$ cat config.mk
export PLATFORM = sky130hd
export DESIGN_NAME = ifetch_ctrl
export DESIGN_NICKNAME = d
export VERILOG_FILES = /design/src/rtl/ifetch_ctrl.sv
export SDC_FILE = /design/constraint.sdc
export NUM_CORES = 1
export LEC_CHECK = 0
export BUFFER_PORTS_ARGS = -buffer_cell sky130_fd_sc_hd__buf_2
export CAP_MARGIN = 20
export CORE_MARGIN = 5
export CORE_UTILIZATION = 45
export DETAILED_ROUTE_END_ITERATION = 7
export GPL_ROUTABILITY_DRIVEN = 0
export HOLD_SLACK_MARGIN = 0.06
export PLACE_DENSITY_LB_ADDON = 0.1
export SYNTH_ARGS = -nofsm -noshare
export SYNTH_HDL_FRONTEND = slang
export SYNTH_SLANG_ARGS = --single-unit
$ cat constraint.sdc
create_clock -name clk -period 3.9 [get_ports clk]
set_input_delay 0.195 -clock clk [delete_from_list [all_inputs] [get_ports clk]]
set_output_delay 0.195 -clock clk [all_outputs]
set_load 0.01 [all_outputs]
$ cat src/rtl/ifetch_ctrl.sv
// Instruction fetch controller: issues word requests to instruction memory,
// hands legal instructions to the decoder, and halts on an illegal opcode.
module ifetch_ctrl (
   input  logic        clk,
   input  logic        rst_n,
   input  logic        start,
   output logic        mem_req_I,
   output logic [29:0] mem_addr_I,
   input  logic        mem_ack_I,
   input  logic [31:0] mem_rdata_I,
   input  logic        redirect_valid,
   input  logic [29:0] redirect_addr,
   output logic        inst_valid,
   input  logic        inst_ready,
   output logic [31:0] inst_data,
   output logic [29:0] inst_pc,
   output logic        halt,
   output logic [15:0] fetch_cnt
);

   typedef enum logic [1:0] {IDLE, REQ, HOLD, HALT} state_t;

   state_t      state;
   logic [29:0] pc;
   logic        kill;
   logic [29:0] tgt;

   function automatic logic opcode_legal(input logic [6:0] op);
      logic ok;
      case (op)
         7'b1101111, 7'b1100111, 7'b1100011, 7'b0000011,
         7'b0100011, 7'b0010011, 7'b0110011: ok = 1'b1;
         default:                            ok = 1'b0;
      endcase
      return ok;
   endfunction

   // While a killed request is outstanding, pc already holds the redirect target
   always_comb begin
      tgt = redirect_valid ? redirect_addr : pc;
   end

   always_ff @(posedge clk) begin
      if (!rst_n) begin
         state      <= IDLE;
         pc         <= '0;
         kill       <= 1'b0;
         mem_req_I  <= 1'b0;
         mem_addr_I <= '0;
         inst_valid <= 1'b0;
         inst_data  <= '0;
         inst_pc    <= '0;
         halt       <= 1'b0;
         fetch_cnt  <= '0;
      end else begin
         case (state)
            IDLE: begin
               pc <= tgt;
               if (start) begin
                  state      <= REQ;
                  mem_req_I  <= 1'b1;
                  mem_addr_I <= tgt;
               end
            end
            REQ: begin
               if (mem_ack_I) begin
                  if (kill || redirect_valid) begin
                     kill       <= 1'b0;
                     pc         <= tgt;
                     mem_addr_I <= tgt;
                  end else if (opcode_legal(mem_rdata_I[6:0])) begin
                     inst_data  <= mem_rdata_I;
                     inst_pc    <= mem_addr_I;
                     inst_valid <= 1'b1;
                     pc         <= mem_addr_I + 30'd1;
                     mem_req_I  <= 1'b0;
                     state      <= HOLD;
                  end else begin
                     halt      <= 1'b1;
                     mem_req_I <= 1'b0;
                     state     <= HALT;
                  end
               end else if (redirect_valid) begin
                  kill <= 1'b1;
                  pc   <= redirect_addr;
               end
            end
            HOLD: begin
               if (redirect_valid || inst_ready) begin
                  inst_valid <= 1'b0;
                  pc         <= tgt;
                  mem_req_I  <= 1'b1;
                  mem_addr_I <= tgt;
                  state      <= REQ;
                  if (!redirect_valid)
                     fetch_cnt <= fetch_cnt + 16'd1;
               end
            end
            HALT: ;
            default: state <= IDLE;
         endcase
      end
   end

endmodule

### Word level (Yosys, flattened, before mapping)

Cells that the tools add are included.

* flip-flop bits (word level): 144

* multiplexer cells: 34
* bitwise operators: 3
* equality and inequality tests: 17
* reduce and logical (&&, ||, !) cells: 15
* add/subtract/negate cells: 2

Operators with widths (count)
* $mux 30: 8
* $pmux 30 s3: 2
* $add 30x1->30 const B: 1
* $eq 7x7->1 const B: 3
* $mux 1: 17
* $add 16x1->16 const B: 1
* $reduce_and 5->1: 3
* $eq 7x6->1 const B: 2
* $ne 2x2->1 const B: 6
* $reduce_and 3->1: 3
* $mux 2: 4
* $reduce_and 4->1: 2
* $eq 7x2->1 const B: 1
* $eq 7x5->1 const B: 1
* $reduce_or 7->1: 1
* $pmux 2 s3: 1
* $ne 4x4->1 const B: 1
* $reduce_bool 2->1: 2
* $not 1->1: 3
* $pmux 1 s3: 1
* $reduce_bool 3->1: 1
* $eq 2x1->1 const B: 1
* $eq 2x2->1 const B: 1
* $logic_not 2->1: 1
* 3 further kinds: 4

### Depth between registers and ports, before layout

Gate-level depths: netlist (run 1).

* depth in word-level cells: 11
* gate-level depth with buffers: 8
* depth with buffers taken out: 6

### Worst setup path after synthesis (run 1)

OpenSTA, ideal clock, no wires.

* path kind: register to register
* from: register mem_addr_I[0]
* to: register pc[24]
* arrival: 1.932 ns
* setup slack: 1.877 ns
* library setup time: 0.091 ns
* data required time: 3.809 ns
* stages on the path, launching flop included: 7
* clock period less this slack: 2.023 ns
* cell sequence: dfxtp_1 ha_1 nand4_1 nor3_1 nand3_1 xor2_1 a311oi_1

* cells in the longest elaborated chain, start to end: 5

RTL lines
* start, declared: RTL line 8 `output logic [29:0] mem_addr_I,`
* start signal, assigned: RTL line 62 `mem_addr_I <= tgt;`
* start signal, assigned: RTL line 70 `mem_addr_I <= tgt;`
* start signal, assigned: RTL line 93 `mem_addr_I <= tgt;`
* $add 30x1->30: RTL line 75 `pc <= mem_addr_I + 30'd1;`
* $mux 30: RTL line 71 `end else if (opcode_legal(mem_rdata_I[6:0])) begin`
* $mux 30: RTL line 67 `if (kill || redirect_valid) begin`
* $mux 30: RTL line 66 `if (mem_ack_I) begin`
* $pmux 30 s3: RTL line 56 `case (state)`
* end signal, assigned: RTL line 58 `pc <= tgt;`
* end signal, assigned: RTL line 69 `pc <= tgt;`
* end signal, assigned: RTL line 75
* end, declared: RTL line 24 `logic [29:0] pc;`

No other way between the ends. The select of a mux whose other input is x is not followed.
A chain may end at the register's enable or synchronous reset.

### Final worst setup path (run 1)

* from: register state[0]
* to: register inst_data[18]

* cells in the longest elaborated chain, start to end: 2

RTL lines
* start, declared: RTL line 23 `state_t state;`
* start signal, assigned: RTL line 45 `state <= IDLE;`
* start signal, assigned: RTL line 60 `state <= REQ;`
* start signal, assigned: RTL line 77 `state <= HOLD;`
* $eq 2x1->1: RTL line 56
* $reduce_and 4->1 (no source line)
* end signal, assigned: RTL line 72 `inst_data <= mem_rdata_I;`
* end, declared: RTL line 15 `output logic [31:0] inst_data,`

No other way between the ends.

==> results of run 1 <==
-- stage by stage --
| step | worst slack, ns | power [mW] | hold slack [ns] |
|---|---|---|---|
| 2_1_floorplan | 1.88 | 1.90 | 0.331 |
| 3_3_place_gp | 1.15 | 2.07 | 0.437 |
| 3_5_place_dp | 1.10 | 2.07 | 0.441 |
| 4_1_cts | 1.08 | 3.93 | 0.0627 |
| 5_1_grt | 0.903 | 4.07 | 0.0769 |
| 6_report | 1.07 | 3.91 | 0.0760 |
-- cell usage after synthesis, types with 4 or more instances --
library cell    n  share of area [%]
nand2_1       170                9.9
dfxtp_1       144                 45
a21oi_1        80                6.2
nor2_1         64                3.7
clkbuf_1       37                2.2
mux2i_1        27                4.2
a211oi_1       24                2.8
o21ai_0        24                1.9
nand3_1        18                1.4
xnor2_1        18                2.4
inv_1          17               0.99
xor2_1         17                2.3
buf_2          15                1.2
nand4_1        15                1.5
nor3_1         12               0.93
nor4_1         11                1.1
o22ai_1         9               0.87
a221oi_1        7               0.95
a311oi_1        5               0.68
and3_1          5               0.49
o211ai_1        5               0.58
a22oi_1         4               0.47
a31oi_1         4               0.39
o2111ai_1       4               0.54
or3_1           4               0.39
-- metal layers --
layer  GRT usage [%]  up-vias  wire length, um
met4            6.05        0              196
met2            34.8      200             8710
met3            4.70       22             1230
met1            33.1     2881             9380
li1                -     3169                -
met5               0        -                0
-- worst reg2reg max path, stage by stage (launching register included) --
cell and delay, ns:
dfxtp_1 0.52, nor2b_1 0.40, nand3_1 0.35, or3_2 0.87
buf_4 0.38, nand2_1 0.11, a21oi_1 0.06
-- path summary, 6_finish.rpt --
kind / endpoint / depth (start not counted) / from / slack [ns]
worst max-delay path: inst_data[18] / 6 / state[0] / 1.07
worst min register to register: inst_data[28] / 2 / inst_data[28] / 0.45
worst max register to register: inst_data[18] / 6 / state[0] / 1.07
worst min-delay path: mem_addr_I[20] / 3 / redirect_addr[20] / 0.08
-- logic make-up after synthesis --
kind of cell / share of synthesized area, %
AND/OR/NAND/NOR: 22.2
AO/OA/AOI/OAI: 18.7
flip-flops: 44.7
buffers and inverters: 4.62
XOR/XNOR: 4.76
multiplexers: 4.54
adder cells (fa/ha/maj): 0.388
-- sequential cells by signal, indices dropped and copies added, names as in the netlist --
name	count
inst_pc	30
inst_valid	1
kill	1
mem_req_I	1
fetch_cnt	16
halt	1
mem_addr_I	30
inst_data	32
pc	30
state	2
-- cell type report --
type,count,area share (%)
well taps,180,2.67
multi-input cells,577,38.9
clock buffers,18,5.08
clock inverters,14,2.83
repair buffers,224,15.6
flip-flops and latches,144,34.1
inverters,18,0.830
-- what timing repair did --
item | 4_1_cts | 5_1_grt
gates resized for setup | 0 | 0
hold buffers | 32 | 0
setup buffers | 0 | 0
endpoints found under the hold margin | 32 | 0
-- where the power goes --
part | internal [mW] | switching, mW | total (mW) | leakage (nW)
clock | 1.20 | 0.640 | 1.84 | 0.316
sequential | 1.54 | 0.110 | 1.65 | 1.17
combinational | 0.189 | 0.235 | 0.424 | 2.05
==> flow_summary.ini, run 1 <==
[outcome]
status = completed

[floorplanning]
chipHeight_um = 130
dieArea_um2 = 16800
start_util_pct = 46.2
io-pin-count = 179
die_w_um = 130
core_area_um2 = 13900
rows = 43

[critical_path]
start_kind = flip-flop
cp_data_required_time_ns = 4.17
timing.critical_path.buf_inv = 1
endpoint_kind = flip-flop
cp_slowest_cell = or3_2
critical_path_arrival_ns = 3.10
critical_path_class = reg -> reg
worstPathCellList = nor2b_1 -> nand3_1 -> or3_2 -> buf_4 -> nand2_1 -> a21oi_1
path_max_fanout = 40
cpPeakStageDelay_ns = 0.87
crit_family = simple AND/OR/NAND/NOR gates

[global_route]
gr-usage-all-layers_pct = 22.9
grt.overflow.total = 0
first_global_vias = 5850
antenna_found_initial = 0
grt_start_max_net_pins = 64
grt_pass1_wl_mm = 30.9

[clock_network]
clock_latency_ns = 0.42
htreeDepth = 4
cts_tree = done
cts_root_buf = clkbuf_16
cts_buffers = 17
clock_sinks = 144
cts_max_path_buffers = 2
clk_pin_slew_ns = 0.06

[drt]
drt-initial-drc-count = 612
routed_wl_mm = 19.5
drcViolationCount = 0
via_count = 6272
ant_nets = 0
wl_per_cell_um = 16.6
drtPass1Iterations = 5
vias_per_cell = 5.34

[finish]
nets = 1052
regArea_um2 = 2880
drive_gt1_share_pct = 24.0
area.growth.synth_to_final_pct = 31.1
final_area_um2 = 8440
final_cells = 1175
post-route-util_pct = 60.6
antennaDiodeCount = 0
layout_commonest_cell = buf_2
fillers = 1284
multiInputGateArea_um2 = 3280
final_cell_mix = 178 x buf_2, 170 x nand2_1, 144 x dfxtp_1

[pwr]
powerDensity_nw_per_um2 = 464
ir_worst_vdd_mv = 0.268
p_leak_nw = 3.54

[sta]
fmax_mhz = 353
period_share_pct = 72.5
rsz0062_at_grt = false
slew_headroom_pct = 33.2
worst_slew_pin_slew_ns = 0.995
fin_crit_ns = 2.83
setup_tns_ns = 0
setup_viol = 0
hold_violations = 0
maxSlewViolCount = 0
clock_skew_ns = 0.00829

[placement]
hpwl_mm = 13.1
dpl_cell_area_um2 = 7450
portBuffers = 178
dp.cells = 1111

[yosys]
synth_nets = 865
syn_avg_cell_area_um2 = 8.10
synth.distinct_cells = 62
seq_area_frac_synth_pct = 44.7
synthArstFlopShare_pct = 0
ys_ff_latch = 144
syn_area_um2 = 6440
synth_ff_type = dfxtp_1
synth-edff-count = 0
ys_warn_count = 0
synthCells = 795

[job]
maxCapViolations = 0

[worst_hold_path]
worstHoldPathType = in -> reg
(Power assumes the default switching activity.)
==> inputs of run 2 (changes only) <==
==> constraint.sdc (replaced) <==
create_clock -name clk -period 2.4 [get_ports clk]
set_input_delay 0.12 -clock clk [delete_from_list [all_inputs] [get_ports clk]]
set_output_delay 0.12 -clock clk [all_outputs]
set_load 0.01 [all_outputs]
==> run 2 against run 1 <==
Net effect:
- via count is 2.3% higher
- critical path depth is 1 higher
- die area stayed put
- global-route usage is 0.66 points higher
- flip-flop and latch count stayed put
- clock power is 37% higher
- final cell count is 3.1% higher
- hold slack worse by 0.0077 ns
- setup slack worse by 0.89 ns
- critical path type is now in -> reg
==> flow_summary.ini, run 2 (synthesis gave the netlist of run 1 again) <==
[finish]
nets = 1089
layout_commonest_cell = buf_2
drive_gt1_share_pct = 25.5
antennaDiodeCount = 0
final_cell_mix = 178 x buf_2, 170 x nand2_1, 144 x dfxtp_1
area.growth.synth_to_final_pct = 34.8
post-route-util_pct = 62.3
top_register = inst_data
largest_reg_flops = 32

[pwr]
ir_worst_vdd_mv = 0.417
powerDensity_nw_per_um2 = 687
p_leak_nw = 3.69

[drt]
routed_wl_mm = 19.9
via_count = 6415
drcViolationCount = 0
vias_per_cell = 5.30
drtPass1Iterations = 5
drt-initial-drc-count = 568
ant_nets = 0
wl_per_cell_um = 16.5

[floorplanning]
core_area_um2 = 13900
rows = 43
chipHeight_um = 130
dieArea_um2 = 16800
start_util_pct = 46.2
io-pin-count = 179
die_w_um = 130

[critical_path]
path_max_fanout = 17
crit_end = pc[9]
endpoint_kind = flip-flop
ff2ff_setup_slack_ns = 0.29
crit_path_start = mem_rdata_I[2]
r2r_start = state[0]
worst-r2r-cell-count = 7
cp_data_required_time_ns = 2.66
rr_endpoint = mem_addr_I[18]
critical_path_class = in -> reg
critical_path_arrival_ns = 2.48
start_kind = primary input

[sta]
hold_violations = 0
fin_crit_ns = 2.22
slew_headroom_pct = 46.4
rsz0062_at_grt = false
fmax_mhz = 451
setup_tns_ns = 0
maxSlewViolCount = 0
setup_viol = 0
clock_skew_ns = 0.00430
period_share_pct = 92.4
timing.final.ws_setup_ns = 0.181
worst_slew_pin_slew_ns = 0.803

[global_route]
met2_usage_pct = 34.9
grt.overflow.total = 0
first_global_vias = 5966
gr-usage-all-layers_pct = 23.5
gr-usage-met1_pct = 34.5
antenna_found_initial = 0
busiest_layer = met2
grt_start_max_net_pins = 79
grtUsageMet3_pct = 4.70
grt_pass1_wl_mm = 31.5

[clock_network]
clock_latency_ns = 0.42
clk_pin_slew_ns = 0.06
clock_sinks = 144
cts_tree = done
cts_max_path_buffers = 2
cts_buffers = 17
htreeDepth = 4
cts_root_buf = clkbuf_16

[job]
maxCapViolations = 0

[placement]
portBuffers = 178
hpwl_mm = 13.7
pre_cts_slack_ns = 0.234

[worst_hold_path]
worstHoldPathType = in -> reg

[outcome]
status = completed
[run 2: how the worst min path moves through the flow]
stage	start	to	cells after the start
finish	redirect_addr[11]	pc[11]	4
global route	redirect_addr[22]	mem_addr_I[22]	3
CTS	redirect_addr[11]	pc[11]	4
detailed placement	mem_rdata_I[17]	inst_data[17]	3
global placement	mem_rdata_I[20]	inst_data[20]	3
floorplan	mem_rdata_I[10]	inst_data[10]	2
[run 2: layout make-up]
cell class / count / area [um^2]
Clock buffer: 22 / 484
Clock inverter: 9 / 82.6
Fill cell: 1231 / 5250
Inverter: 18 / 70.1
Multi-Input combinational cell: 577 / 3280
Sequential cell: 144 / 2880
Tap cell: 180 / 225
Timing Repair Buffer: 261 / 1660
[run 2: layer usage]
metal,wire (um),up-vias,share of wire (%)
met5,0,-,0
met4,321,0,1.6
met3,1240,27,6.2
met2,8740,212,44
met1,9630,2944,48
li1,-,3232,-
[run 2: worst max-delay path: stages]
cell and delay [ns]:
dlygate4sd3_1 0.53, buf_2 0.13, or2_1 0.22, a22o_1 0.33, o21a_1 0.29, nor2_2 0.64, o21ai_0 0.21
[run 2: repair_timing]
action / CTS / global route
buffers inserted: 0 / 1
resized for setup: 0 / 0
hold buffers: 44 / 0
endpoints found under the hold margin: 44 / 0
endpoints found under the setup margin: 0 / 2
[run 2: report_power, final]
part | internal, mW | total [mW] | switching (mW)
Sequential | 2.51 | 2.63 | 0.123
Combinational | 0.368 | 0.823 | 0.456
Clock | 1.53 | 2.52 | 0.995
Total | 4.40 | 5.97 | 1.57
[run 2: stage by stage]
stage	cells	hold WS, ns	cell area [um^2]	power, mW
finish	1211	0.0683	8690	5.97
global route	1211	0.0808	8690	6.20
CTS	1210	0.0613	8680	6.00
detailed placement	1135	0.366	7670	3.43
global placement	1135	0.364	7670	3.43
floorplan	795	0.256	6440	3.09
